## src/rtl/mem_access_unit.sv

```systemverilog
// Load/store bus sequencer between EX/MEM and the data memory port.
// One access at a time, freezing the front of the pipeline until the bus phase completes.
module mem_access_unit #(
    parameter int MAX_WAIT = 16
) (
    input  logic        clk,
    input  logic        rst,
    input  logic        mem_to_reg_in,
    input  logic        store_enable_in,
    input  logic [1:0]  mem_size_in,
    input  logic        is_unsigned_in,
    input  logic [31:0] addr_in,
    input  logic [31:0] store_data_in,
    output logic        dmem_req,
    output logic        dmem_we,
    output logic [31:0] dmem_addr,
    output logic [3:0]  dmem_be,
    output logic [31:0] dmem_wdata,
    input  logic        dmem_gnt,
    input  logic        dmem_rvalid,
    input  logic [31:0] dmem_rdata,
    output logic [31:0] load_data_out,
    output logic        mem_stall,
    output logic        misalign_out,
    output logic        bus_err_out
);
    typedef enum logic [1:0] {IDLE, REQ, RESP, DONE} state_t;

    localparam logic [7:0] LAST = 8'(MAX_WAIT - 1);

    state_t      state;
    logic [31:0] addr_q, wdata_q;
    logic [3:0]  be_q;
    logic [1:0]  size_q;
    logic        we_q, uns_q, bus_err_q;
    logic [7:0]  cnt;

    logic        access, misaligned;
    logic [3:0]  be_n;
    logic [31:0] wdata_n, fmt;
    logic [7:0]  lane_b;
    logic [15:0] lane_h;

    assign access = mem_to_reg_in | store_enable_in;

    always_comb begin
        misaligned = 1'b0;
        case (mem_size_in)
            2'b01:   misaligned = addr_in[0];
            2'b10:   misaligned = (addr_in[1:0] != 2'b00);
            2'b11:   misaligned = 1'b1;
            default: misaligned = 1'b0;
        endcase
    end

    always_comb begin
        be_n    = 4'b1111;
        wdata_n = store_data_in;
        case (mem_size_in)
            2'b00: begin
                be_n    = 4'b0001 << addr_in[1:0];
                wdata_n = {4{store_data_in[7:0]}};
            end
            2'b01: begin
                be_n    = 4'b0011 << {addr_in[1], 1'b0};
                wdata_n = {2{store_data_in[15:0]}};
            end
            default: begin
                be_n    = 4'b1111;
                wdata_n = store_data_in;
            end
        endcase
    end

    // Lane selection uses the latched address, not addr_in, which may have moved on.
    always_comb begin
        lane_b = dmem_rdata[7:0];
        case (addr_q[1:0])
            2'd1:    lane_b = dmem_rdata[15:8];
            2'd2:    lane_b = dmem_rdata[23:16];
            2'd3:    lane_b = dmem_rdata[31:24];
            default: lane_b = dmem_rdata[7:0];
        endcase
        lane_h = addr_q[1] ? dmem_rdata[31:16] : dmem_rdata[15:0];
        case (size_q)
            2'b00:   fmt = uns_q ? {24'd0, lane_b} : {{24{lane_b[7]}}, lane_b};
            2'b01:   fmt = uns_q ? {16'd0, lane_h} : {{16{lane_h[15]}}, lane_h};
            default: fmt = dmem_rdata;
        endcase
    end

    always_ff @(posedge clk) begin
        if (rst) begin
            state         <= IDLE;
            cnt           <= 8'd0;
            load_data_out <= 32'd0;
            bus_err_q     <= 1'b0;
            addr_q        <= 32'd0;
            wdata_q       <= 32'd0;
            be_q          <= 4'd0;
            size_q        <= 2'd0;
            we_q          <= 1'b0;
            uns_q         <= 1'b0;
        end else begin
            bus_err_q <= 1'b0;
            case (state)
                IDLE: begin
                    if (access && !misaligned) begin
                        addr_q  <= addr_in;
                        we_q    <= store_enable_in;
                        be_q    <= be_n;
                        wdata_q <= wdata_n;
                        size_q  <= mem_size_in;
                        uns_q   <= is_unsigned_in;
                        cnt     <= 8'd0;
                        state   <= REQ;
                    end
                end
                REQ: begin
                    if (dmem_gnt) begin
                        cnt   <= 8'd0;
                        state <= we_q ? DONE : RESP;
                    end else if (cnt == LAST) begin
                        bus_err_q <= 1'b1;
                        if (!we_q)
                            load_data_out <= 32'd0;
                        state <= DONE;
                    end else begin
                        cnt <= cnt + 8'd1;
                    end
                end
                RESP: begin
                    if (dmem_rvalid) begin
                        load_data_out <= fmt;
                        state         <= DONE;
                    end else if (cnt == LAST) begin
                        bus_err_q     <= 1'b1;
                        load_data_out <= 32'd0;
                        state         <= DONE;
                    end else begin
                        cnt <= cnt + 8'd1;
                    end
                end
                DONE:    state <= IDLE;
                default: state <= IDLE;
            endcase
        end
    end

    // Reset forces every bus and pipeline-control output low in the same cycle.
    assign dmem_req     = !rst && (state == REQ);
    assign dmem_we      = !rst && we_q;
    assign dmem_addr    = rst ? 32'd0 : {addr_q[31:2], 2'b00};
    assign dmem_be      = rst ? 4'd0  : be_q;
    assign dmem_wdata   = rst ? 32'd0 : wdata_q;
    assign bus_err_out  = !rst && bus_err_q;
    assign misalign_out = !rst && (state == IDLE) && access && misaligned;
    assign mem_stall    = !rst && (((state == IDLE) && access && !misaligned)
                                   || (state == REQ) || (state == RESP));

endmodule

```

## config.mk

```make
export PLATFORM = sky130hd
export DESIGN_NAME = mem_access_unit
export DESIGN_NICKNAME = d
export VERILOG_FILES = /design/src/rtl/mem_access_unit.sv
export SDC_FILE = /design/constraint.sdc
export NUM_CORES = 1
export LEC_CHECK = 0
export ABC_AREA = 1
export CORE_MARGIN = 2
export CORE_UTILIZATION = 25
export CTS_BUF_LIST = sky130_fd_sc_hd__clkbuf_16
export CTS_CLUSTER_DIAMETER = 30
export DETAILED_ROUTE_END_ITERATION = 10
export PLACE_DENSITY = 0.49
export SETUP_SLACK_MARGIN = 0.05
export SLEW_MARGIN = 20
export SYNTH_ARGS = -nofsm -noshare
export SYNTH_HDL_FRONTEND = slang
export SYNTH_SLANG_ARGS = --single-unit
```

## constraint.sdc

```tcl
create_clock -name clk -period 1.9 [get_ports clk]
set_input_delay 0.38 -clock clk [delete_from_list [all_inputs] [get_ports clk]]
set_output_delay 0.38 -clock clk [all_outputs]
set_load 0.01 [all_outputs]
```

* Yosys cells after proc, flatten, opt, wreduce, memory -nomap -nowiden
Index checks and enable logic that the tools add are counted.
** Storage, ports and cells
- Bits in registers :: 115
- Output and inout port bits :: 105
** Operators by class
- Add/subtract/negate cells :: 1
- Eq/ne operators :: 17
- Shift-type cells :: 2
- Muxes and demuxes :: 32
- Bitwise gates (word level) :: 1
- Reduce and logical (&&, ||, !) cells :: 23
** Operator list (number)
- 32-bit two-way mux :: 9
- 32-bit case mux with 2 select lines :: 3
- 8-bit case mux with 3 select lines :: 2
- 8-bit two-way mux :: 4
- 16-bit two-way mux :: 1
- 2-bit equality test, second input constant :: 6
- 1-bit logical AND :: 10
- 2-bit inequality test, second input constant :: 5
- 8-bit by 1-bit adder with 8-bit output, second input constant :: 1
- 2-bit by 1-bit equality test with 1-bit output, second input constant :: 4
- 8-bit by 4-bit equality test with 1-bit output, second input constant :: 1
- 2-bit two-way mux :: 4
- 2-bit case mux with 4 select lines :: 1
- 4-bit case mux with 2 select lines :: 1
- 2-bit logical NOT :: 3
- 5-bit AND reduction :: 1
- 1-bit two-way mux :: 4
- 4-bit two-way mux :: 1
- 2-bit nonzero test :: 2
- 1-bit by 2-bit left shift with 4-bit output, first input constant :: 1
- 2-bit by 2-bit left shift with 4-bit output, first input constant :: 1
- 3-bit inequality test, second input constant :: 1
- 1-bit case mux with 3 select lines :: 1
- 3-bit AND reduction :: 1
- 6 further kinds :: 8

* Depth between registers and ports, before layout
Gate-level depths: netlist (run 1).
- Depth after elaboration :: 7
- Depth in mapped cells :: 11
- Gate-level depth less buffers :: 10

* Least setup slack after synthesis (run 1)
Ideal clock, no wire load.
- Path kind :: flip-flop to output port
- From :: register state[0]
- To :: output mem_stall
- Arrival :: 1.492 ns
- Data required time :: 1.520 ns
- Slack :: 0.028 ns
- Cell stages (with the launch flop) :: 9
- Path buffers :: 2
- Path through :: dfxtp_1 > inv_1 > ha_1 > inv_2 > nor2_1 > nand3_2 > buf_2 > buf_2 > a21oi_1
** Between the ends
- Longest elaborated chain between the ends :: 6
- Elaborated cells on any way between the ends :: 8
- Classes of those cells :: eq/ne (2); reduce/logical (6)
** Ends and longest elaborated chain
- start: declaration :: line 31 : state_t state;
- start signal: assignment :: line 122 : state <= we_q ? DONE : RESP;
- 2-bit logical NOT :: line 158 : assign mem_stall = !rst && (((state == IDLE) && access && !misaligned)
- 1-bit logical AND (2 in a row) :: line 158
- 1-bit logical OR :: line 159 : || (state == REQ) || (state == RESP));
- 1-bit logical OR * :: line 159
- 1-bit logical AND * :: line 158
- end: declaration :: line 23 : output logic mem_stall,
Every way passes the cells marked *; elsewhere a longest branch is shown, timed or not.

* Final worst setup path (run 1)
- From :: input store_enable_in
- To :: output misalign_out
** Between the ends
- Longest elaborated chain between the ends :: 3
** Ends and longest elaborated chain
- start: declaration :: line 9 : input logic store_enable_in,
- 1-bit OR :: line 44 : assign access = mem_to_reg_in | store_enable_in;
- 1-bit logical AND (2 in a row) :: line 157 : assign misalign_out = !rst && (state == IDLE) && access && misaligned;
- end: declaration :: line 24 : output logic misalign_out,
Every way passes these cells.

==> impl_results.md, run 1 <==
- Status: finished, final reports clean
- Number of synthesized flops with an enable pin: 0
- Die area: 25800 um2
- RSZ-0062 raised after global routing: true
- H-Tree Depth: 4
- Top_reg_cell synth: dfxtp_1
- Drt wl/cell: 13.9 um
- ANT nets after route: 0
- Area Overhead vs Synth: 54.8%
- CTS root buf: clkbuf_16
- Peak supply drop: 0.448 mV
- Relative slew slack: 41.6%
- Peak Freq: 0.550 GHz
- Power Total: 8.15 mW
- Worst EP arrival: 1440 ps
- Setup crit start: store_enable_in
- Count leader, synth: inv_1
- Synth top area cells: dfxtp_1, o21ai_0, inv_1
- Die H: 161 um
- Clock skew: 9.03 ps
- Synth area leader: dfxtp_1
- Hold WS: 450 ps
- Initial Util: 25.3%
- Vias: 6399
- Avg Cell Area, Syn: 6.61 um2
- Vias in the first global route: 6197
- Worst setup SP type: primary input
- Synth top cells by count: inv_1, nand2_1, o21ai_0
- Hold-fix buffers, CTS: 0
- Post-Synthesis Cell Area: 6140 um2
- PD cells: 857 nW/um2
- Max cap viols: 0
- Gr usage total: 16.1%
- CTS clk-pin slew, worst paths: 60 ps
- IO Pins: 210
- Global placer's final weighted congestion: 0.828
- Reg2Reg Setup Slack: 150 ps
- Pre-CTS setup slack: -454 ps
- Setup violations, final: 0
- Diodes inserted: 0
- CP endpoint kind: primary output
- Residual DRC: 0
- Final net count: 1265
- Yosys Warn Count: 0
- Async set-or-reset flop fraction in the synthesized netlist: 0%
- CP Class: in2out
- Slew @ Worst Pin: 873 ps
- DR vias/cell: 4.29
- Dpl hpwl: 15.3 mm
- Post-layout min period: 1820 ps
- First-pass GRT wire length: 33.0 mm
- DRT iter0 DRCs: 349
- DR pass1 iterations: 4
- Clock sink count: 115
- Synthesized flop and latch total: 115
- Initial antenna violation count: 0
- Share of the synthesized area in the top cell type: 37.5%
- Core box area: 24200 um2
- Hold Fails Final Rpt: 0
- Yosys cell types: 39
- Gr ovfl total: 0
- Mapped Cells: 929
- CTS tree: done
- Die Wd: 161 um
- P_leak: 4.84 nW
- Register area share after synthesis: 37.5%
- Setup slack after layout: 80.9 ps
- HP Class: reg2reg
- Bufs on Longest Clock Path: 2
- CP max FO: 3
- CTS Buf Count: 17
- Layout cells sized above 1: 12.8%
- Reg2reg start: state[0]
- Min-delay src: wdata_q[15]
- Final TNS setup: 0 ps
- Period utilization: 95.7%
- Skew-Pair Late Insertion Delay: 410 ps
- IO Port Bufs: 207
- Largest net degree at the start of global routing: 45
- Final WL: 20.8 mm
- Max-slew violation count: 0
- Row count: 57
- WP data required: 1520 ps
[repair_timing]
item,CTS,global route
setup buffers,1,1
cloned,0,0
setup endpoints to repair,34,57
pin swaps,6,0
resized for setup,46,48
[flip-flops by register name, summed over array words and instances, names as in the netlist, 2 cells and up]
signal	cells
state	2
load_data_out	32
size_q	2
wdata_q	32
addr_q	32
cnt	8
be_q	4
[per-stage QoR]
stage | instance area [um2] | utilization, % | instances
after detailed placement | 8770 | 36.2 | 1458
final | 9510 | 39.2 | 1492
after global placement | 8770 | 36.2 | 1458
after floorplan | 6150 | - | 930
after global routing | 9510 | 39.2 | 1492
after CTS | 9380 | 38.7 | 1491
[report_power, final]
part           switching (mW)  internal [mW]
Combinational            1.17          0.975
Clock                    1.27           1.94
Sequential              0.109           2.68
Total                    2.55           5.59
[routing by layer]
metal / up-vias / GRT usage [%] / wire length, um
li1: 3355 / - / -
met1: 2869 / 20.6 / 9590
met2: 156 / 26.4 / 9700
met3: 19 / 4.55 / 1130
met4: 0 / 4.75 / 370
met5: - / 0 / 0
[worst max-delay path, stage by stage]
cell and delay (ps):
clkdlybuf4s50_1 470, nor2_1 90, nor3_2 200, a21boi_2 170, buf_2 130
[kinds of logic after synthesis]
group	count (synthesis)	share of synthesized area (%)
buffers and inverters	224	15.5
adder cells (fa/ha/maj)	5	1.02
AND/OR/NAND/NOR	344	24.3
AO/OA/AOI/OAI	239	21.5
XOR/XNOR	1	0.143
flip-flops	115	37.5
other	1	0.0610
[final timing paths]
path	cells past startpoint	to
worst max-delay path	5	misalign_out
worst min-delay path	2	wdata_q[15]
worst max register to register	13	cnt[7]
worst min register to register	2	wdata_q[15]
[final cells by class]
class,instances,area (um2)
tap,324,405
sequential,115,2300
fill,2617,14700
clock buffer,17,425
inverter,170,646
clock inverter,15,158
multi-input combinational,591,2960
timing repair buffer,260,2610
[layout by cell type (no fill, tap or decap), types with 4 or more instances in the layout]
cell type | Yosys | routed
a21oi_1 | 62 | 61
a21oi_2 | 7 | 7
a31oi_1 | 5 | 5
buf_12 | 0 | 6
buf_4 | 4 | 47
clkbuf_16 | 0 | 17
clkdlybuf4s50_1 | 0 | 143
clkinv_4 | 0 | 5
dfxtp_1 | 115 | 113
dlygate4sd2_1 | 0 | 18
dlymetal6s2s_1 | 0 | 42
inv_1 | 161 | 159
inv_2 | 8 | 9
inv_6 | 0 | 4
nand2_1 | 150 | 150
nand2_2 | 6 | 6
nand3_1 | 38 | 38
nand3_2 | 4 | 4
nor2_1 | 121 | 119
nor2_2 | 12 | 13
o211ai_1 | 8 | 8
o21a_1 | 7 | 7
o21ai_0 | 123 | 122
o21ai_1 | 10 | 11
o22ai_1 | 7 | 7
No activity file was read; power rests on OpenSTA's default activity.
==> inputs of run 2 (changes only) <==
--- a/config.mk
+++ b/config.mk
@@ -6,7 +6,7 @@
 export NUM_CORES = 1
 export LEC_CHECK = 0
 export ABC_AREA = 1
-export CORE_MARGIN = 2
+export CORE_ASPECT_RATIO = 1.2
 export CORE_UTILIZATION = 25
 export CTS_BUF_LIST = sky130_fd_sc_hd__clkbuf_16
 export CTS_CLUSTER_DIAMETER = 30
==> run 2 against run 1 <==
Power decreased by 1.1%. Highest routed layer unchanged. Count of clock-buffer cells in the layout did not move. Clock power is 4% lower. Global-route usage grew 0.24 points. Worst setup slack worse by 71 ps. Design area about the same. Die area shrank 2.5%. Via count decreased by 1.4%. Non-clock buffer count is 1 higher. Register-to-register slack improved by 20 ps. Sequential power hardly changed.
==> impl_results.md, run 2 (same netlist as run 1, synthesis figures left out) <==
- Status: finished, final reports clean
- Post-layout min period: 1890 ps
- CP Class: in2out
- ANT nets after route: 0
- Placed insts: 1454
- Slew @ Worst Pin: 529 ps
- Setup crit start: store_enable_in
- Worst setup SP type: primary input
- Gr usage total: 16.3%
- Fillers: 2606
- Vias in the first global route: 6160
- Commonest non-fill, non-tap cell in the layout: inv_1
- H-Tree Depth: 4
- CTS clk-pin slew, worst paths: 60 ps
- Max cap viols: 0
- Final TNS setup: 0 ps
- Skew-Pair Late Insertion Delay: 420 ps
- Global placer's final weighted congestion: 0.799
- DR vias/cell: 4.24
- Hold WS: 437 ps
- Setup slack after layout: 9.55 ps
- Die H: 174 um
- Die area: 25200 um2
- Reg2reg path depth: 13
- Hold depth: 3
- Final WL: 20.3 mm
- CTS root buf: clkbuf_16
- Period utilization: 99.5%
- DRT iter0 DRCs: 268
- Relative slew slack: 64.7%
- Power Total: 8.06 mW
- Row count: 62
- CP max FO: 3
- Area Overhead vs Synth: 54.9%
- Setup violations, final: 0
- WP data required: 1520 ps
- CP endpoint kind: primary output
- Clock sink count: 115
- CTS Buf Count: 17
- Drt wl/cell: 13.7 um
- Largest net degree at the start of global routing: 55
- IO Pins: 210
- Diodes inserted: 0
- Core box area: 24000 um2
- Vias: 6309
- Worst EP arrival: 1510 ps
- Initial antenna violation count: 0
- First-pass GRT wire length: 32.7 mm
- Reg2reg start: state[0]
- Peak supply drop: 0.584 mV
- CTS tree: done
- P_leak: 4.75 nW
- Layout cells sized above 1: 13.3%
- PD cells: 847 nW/um2
- DR pass1 iterations: 4
- Gr ovfl total: 0
- Clock skew: 11.3 ps
- HP Class: in2reg
- Commonest non-fill, non-tap cells in the layout: inv_1, nand2_1, clkdlybuf4s50_1, o21ai_0, nor2_1
- IO Port Bufs: 207
- Peak Freq: 0.529 GHz
- Initial Util: 25.5%
- Non-Filler Instances: 1489
- Residual DRC: 0
- Min-delay src: rst
- Max-slew violation count: 0
- Regs by FF count: addr_q (32), load_data_out (32), wdata_q (32)
- Pre-CTS setup slack: -530 ps
- Final net count: 1266
- RSZ-0062 raised after global routing: true
- Bufs on Longest Clock Path: 2
- Die Wd: 145 um
- Hold Fails Final Rpt: 0
- Dpl hpwl: 15.0 mm
[run 2: critical path, cell delays in order]
cell and delay, ps:
clkdlybuf4s50_1 520, nor2_4 90, nor2_4 120, nand3_4 90
a21oi_4 180, buf_6 120
[run 2: worst paths after layout]
kind,end,slack [ps]
worst max-delay path,mem_stall,10
worst min-delay path,state[1],440
worst max register to register,cnt[7],170
worst min register to register,wdata_q[15],460
[run 2: per-layer routing]
layer  vias up  share of wire [%]  global-route usage (%)
li1       3363                  -                       -
met1      2787                 45                    20.1
met2       148                 49                    27.9
met3        11                5.6                    4.68
met4         0               0.76                    3.68
met5         -                  0                       0
[run 2: cell type report]
class | count | area [um2] | share of cell area, %
Timing Repair Buffer | 261 | 2610 | 27.4
Multi-Input combinational cell | 591 | 3000 | 31.5
Tap cell | 320 | 400 | 4.21
Sequential cell | 115 | 2300 | 24.2
Clock buffer | 17 | 425 | 4.47
Inverter | 170 | 646 | 6.78
Clock inverter | 15 | 136 | 1.43
[run 2: metrics by stage]
step	cell area (um2)	util (%)
final	9520	39.6
after global routing	9520	39.6
after CTS	9350	38.9
after global placement	8750	36.4
after floorplan	6150	-
after detailed placement	8750	36.4
[run 2: report_power, final]
group | leakage [nW] | internal [mW] | switching (mW) | total (mW)
clock network | 0.261 | 1.80 | 1.27 | 3.07
registers | 0.943 | 2.68 | 0.111 | 2.79
logic | 3.55 | 1.00 | 1.20 | 2.20
[run 2: repair_timing]
| item | in CTS | in global routing |
|---|---|---|
| gates resized for setup | 52 | 54 |
| hold buffers | 0 | 0 |
| gates cloned | 0 | 0 |
| buffers inserted | 2 | 1 |
| pin swaps | 6 | 4 |
| setup endpoints to repair | 48 | 112 |
==> inputs of run 3 (changes only) <==
--- a/config.mk
+++ b/config.mk
@@ -13,7 +13,7 @@
 export DETAILED_ROUTE_END_ITERATION = 10
 export PLACE_DENSITY = 0.49
 export SETUP_SLACK_MARGIN = 0.05
-export SLEW_MARGIN = 20
+export SLEW_MARGIN = 40
 export SYNTH_ARGS = -nofsm -noshare
 export SYNTH_HDL_FRONTEND = slang
 export SYNTH_SLANG_ARGS = --single-unit
==> run 3 against run 2 <==
Largest power group unchanged. Power about the same. Sequential share of layout area unchanged. Largest cell class unchanged. Register-to-register slack about the same.
==> impl_results.md, run 3 (same netlist as run 1, synthesis figures left out) <==
- Delay-heaviest family, CP: buffers and inverters
- Status: finished, final reports clean
- Gr usage total: 16.3%
- PD cells: 847 nW/um2
- Final WL: 20.3 mm
- DRT iter0 DRCs: 278
- Clock sink count: 115
- CTS root buf: clkbuf_16
- CP max FO: 3
- Final net count: 1266
- Met1 usage: 20.1%
- Hold depth: 3
- Clock skew: 12.3 ps
- Skew-Pair Late Insertion Delay: 420 ps
- Hold-fix buffers, CTS: 0
- Reg2reg path depth: 13
- Row count: 62
- Worst setup SP type: primary input
- Residual DRC: 0
- Most used routing layer: met2
- WP data required: 1520 ps
- Die H: 174 um
- Post-layout min period: 1890 ps
- Regs by FF count: addr_q (32), load_data_out (32), wdata_q (32)
- Hold Fails Final Rpt: 0
- Most frequent CP cell: nor2_4
- Initial antenna violation count: 0
- Peak supply drop: 0.584 mV
- Gr ovfl total: 0
- CP Class: in2out
- Commonest non-fill, non-tap cell in the layout: inv_1
- Core box area: 24000 um2
- Peak Freq: 0.529 GHz
- Reg2Reg Setup Slack: 170 ps
- Worst EP arrival: 1510 ps
- Global placer's final weighted congestion: 0.799
- ANT nets after route: 0
- Worst path slowest cell: clkdlybuf4s50_1
- Non-Filler Instances: 1489
- Design Area, Final: 9520 um2
- Layout cells sized above 1: 13.3%
- Largest net degree at the start of global routing: 55
- Sequence of cells on the critical path: clkdlybuf4s50_1 > nor2_4 > nor2_4 > nand3_4 > a21oi_4 > buf_6
- Met3 Use GR: 4.68%
- RR Endpoint: cnt[7]
- IO Port Bufs: 207
- Reg2reg start: state[0]
- Placed insts: 1454
- DR vias/cell: 4.24
- RSZ-0062 raised after global routing: true
- CTS tree: done
- Die area: 25200 um2
- H-Tree Depth: 4
- Final TNS setup: 0 ps
- Min-delay src: rst
- Area Overhead vs Synth: 54.9%
- Drt wl/cell: 13.7 um
- Commonest non-fill, non-tap cells in the layout: inv_1, nand2_1, clkdlybuf4s50_1, o21ai_0, nor2_1
- HP Class: in2reg
- DR pass1 iterations: 4
- Max-slew violation count: 0
- Diodes inserted: 0
- Vias in the first global route: 6160
- GR met2 Demand/Resource: 27.9%
- Period utilization: 99.5%
- Setup violations, final: 0
- Slowest stage delay, CP: 520 ps
- CTS clk-pin slew, worst paths: 60 ps
- IO Pins: 210
- Die Wd: 145 um
- Relative slew slack: 65.6%
- CP endpoint kind: primary output
- Buffers and inverters on the worst path: 2
- CTS Buf Count: 17
- Dpl cell area: 8750 um2
- Bufs on Longest Clock Path: 2
- Max cap viols: 0
- P_leak: 4.75 nW
- Vias: 6311
- Worst hold endpoint: state[1]
- Dpl hpwl: 15.0 mm
- First-pass GRT wire length: 32.7 mm
- Slew @ Worst Pin: 516 ps
- Initial Util: 25.5%
-- run 3: worst max path at each step --
stage	start	end	slack, ps	cells past startpoint
5_1_grt	state[1]	mem_stall	-50	7
2_1_floorplan	state[0]	mem_stall	80	8
6_report	store_enable_in	mem_stall	10	6
3_3_place_gp	mem_size_in[0]	mem_stall	-530	5
3_5_place_dp	mem_size_in[0]	mem_stall	-530	5
4_1_cts	state[1]	mem_stall	-30	7
-- run 3: where the power goes --
part | total, mW | internal (mW) | switching, mW
clock | 3.07 | 1.80 | 1.27
sequential | 2.79 | 2.68 | 0.111
combinational | 2.20 | 1.00 | 1.20
total | 8.06 | 5.48 | 2.58
-- run 3: cell type report --
cell class | count | area (um2)
tap | 320 | 400
clock inverter | 15 | 136
fill | 2606 | 14500
sequential | 115 | 2300
timing repair buffer | 261 | 2610
clock buffer | 17 | 425
inverter | 170 | 646
multi-input combinational | 591 | 3000
-- run 3: what timing repair did --
| item | in CTS | in global routing |
|---|---|---|
| endpoints found under the setup margin | 48 | 109 |
| gates resized for setup | 52 | 53 |
| pin swaps | 6 | 4 |
| cloned | 0 | 0 |
| endpoints found under the hold margin | 0 | 0 |
| buffers inserted | 2 | 1 |
-- run 3: per-layer routing --
metal  vias up  part of all wire (%)  routed length [um]
met5         -                     0                   0
met4         0                  0.76                 155
met3        11                   5.3                1080
met2       159                    49                9920
met1      2778                    45                9180
li1       3363                     -                   -
-- run 3: tightest hold or removal path: stages --
cell	delay (ps)
buf_4	180
buf_12	180
a21oi_1	50
-- run 3: metrics by stage --
stage | hold WS [ps] | power, mW | utilization (%) | worst slack [ps]
5_1_grt | 448 | 8.55 | 39.6 | -46.7
3_3_place_gp | 443 | 4.99 | 36.4 | -533
2_1_floorplan | 430 | 4.03 | - | 76.0
4_1_cts | 421 | 8.14 | 38.9 | -33.1
3_5_place_dp | 449 | 4.99 | 36.4 | -530
6_report | 437 | 8.06 | 39.6 | 9.52
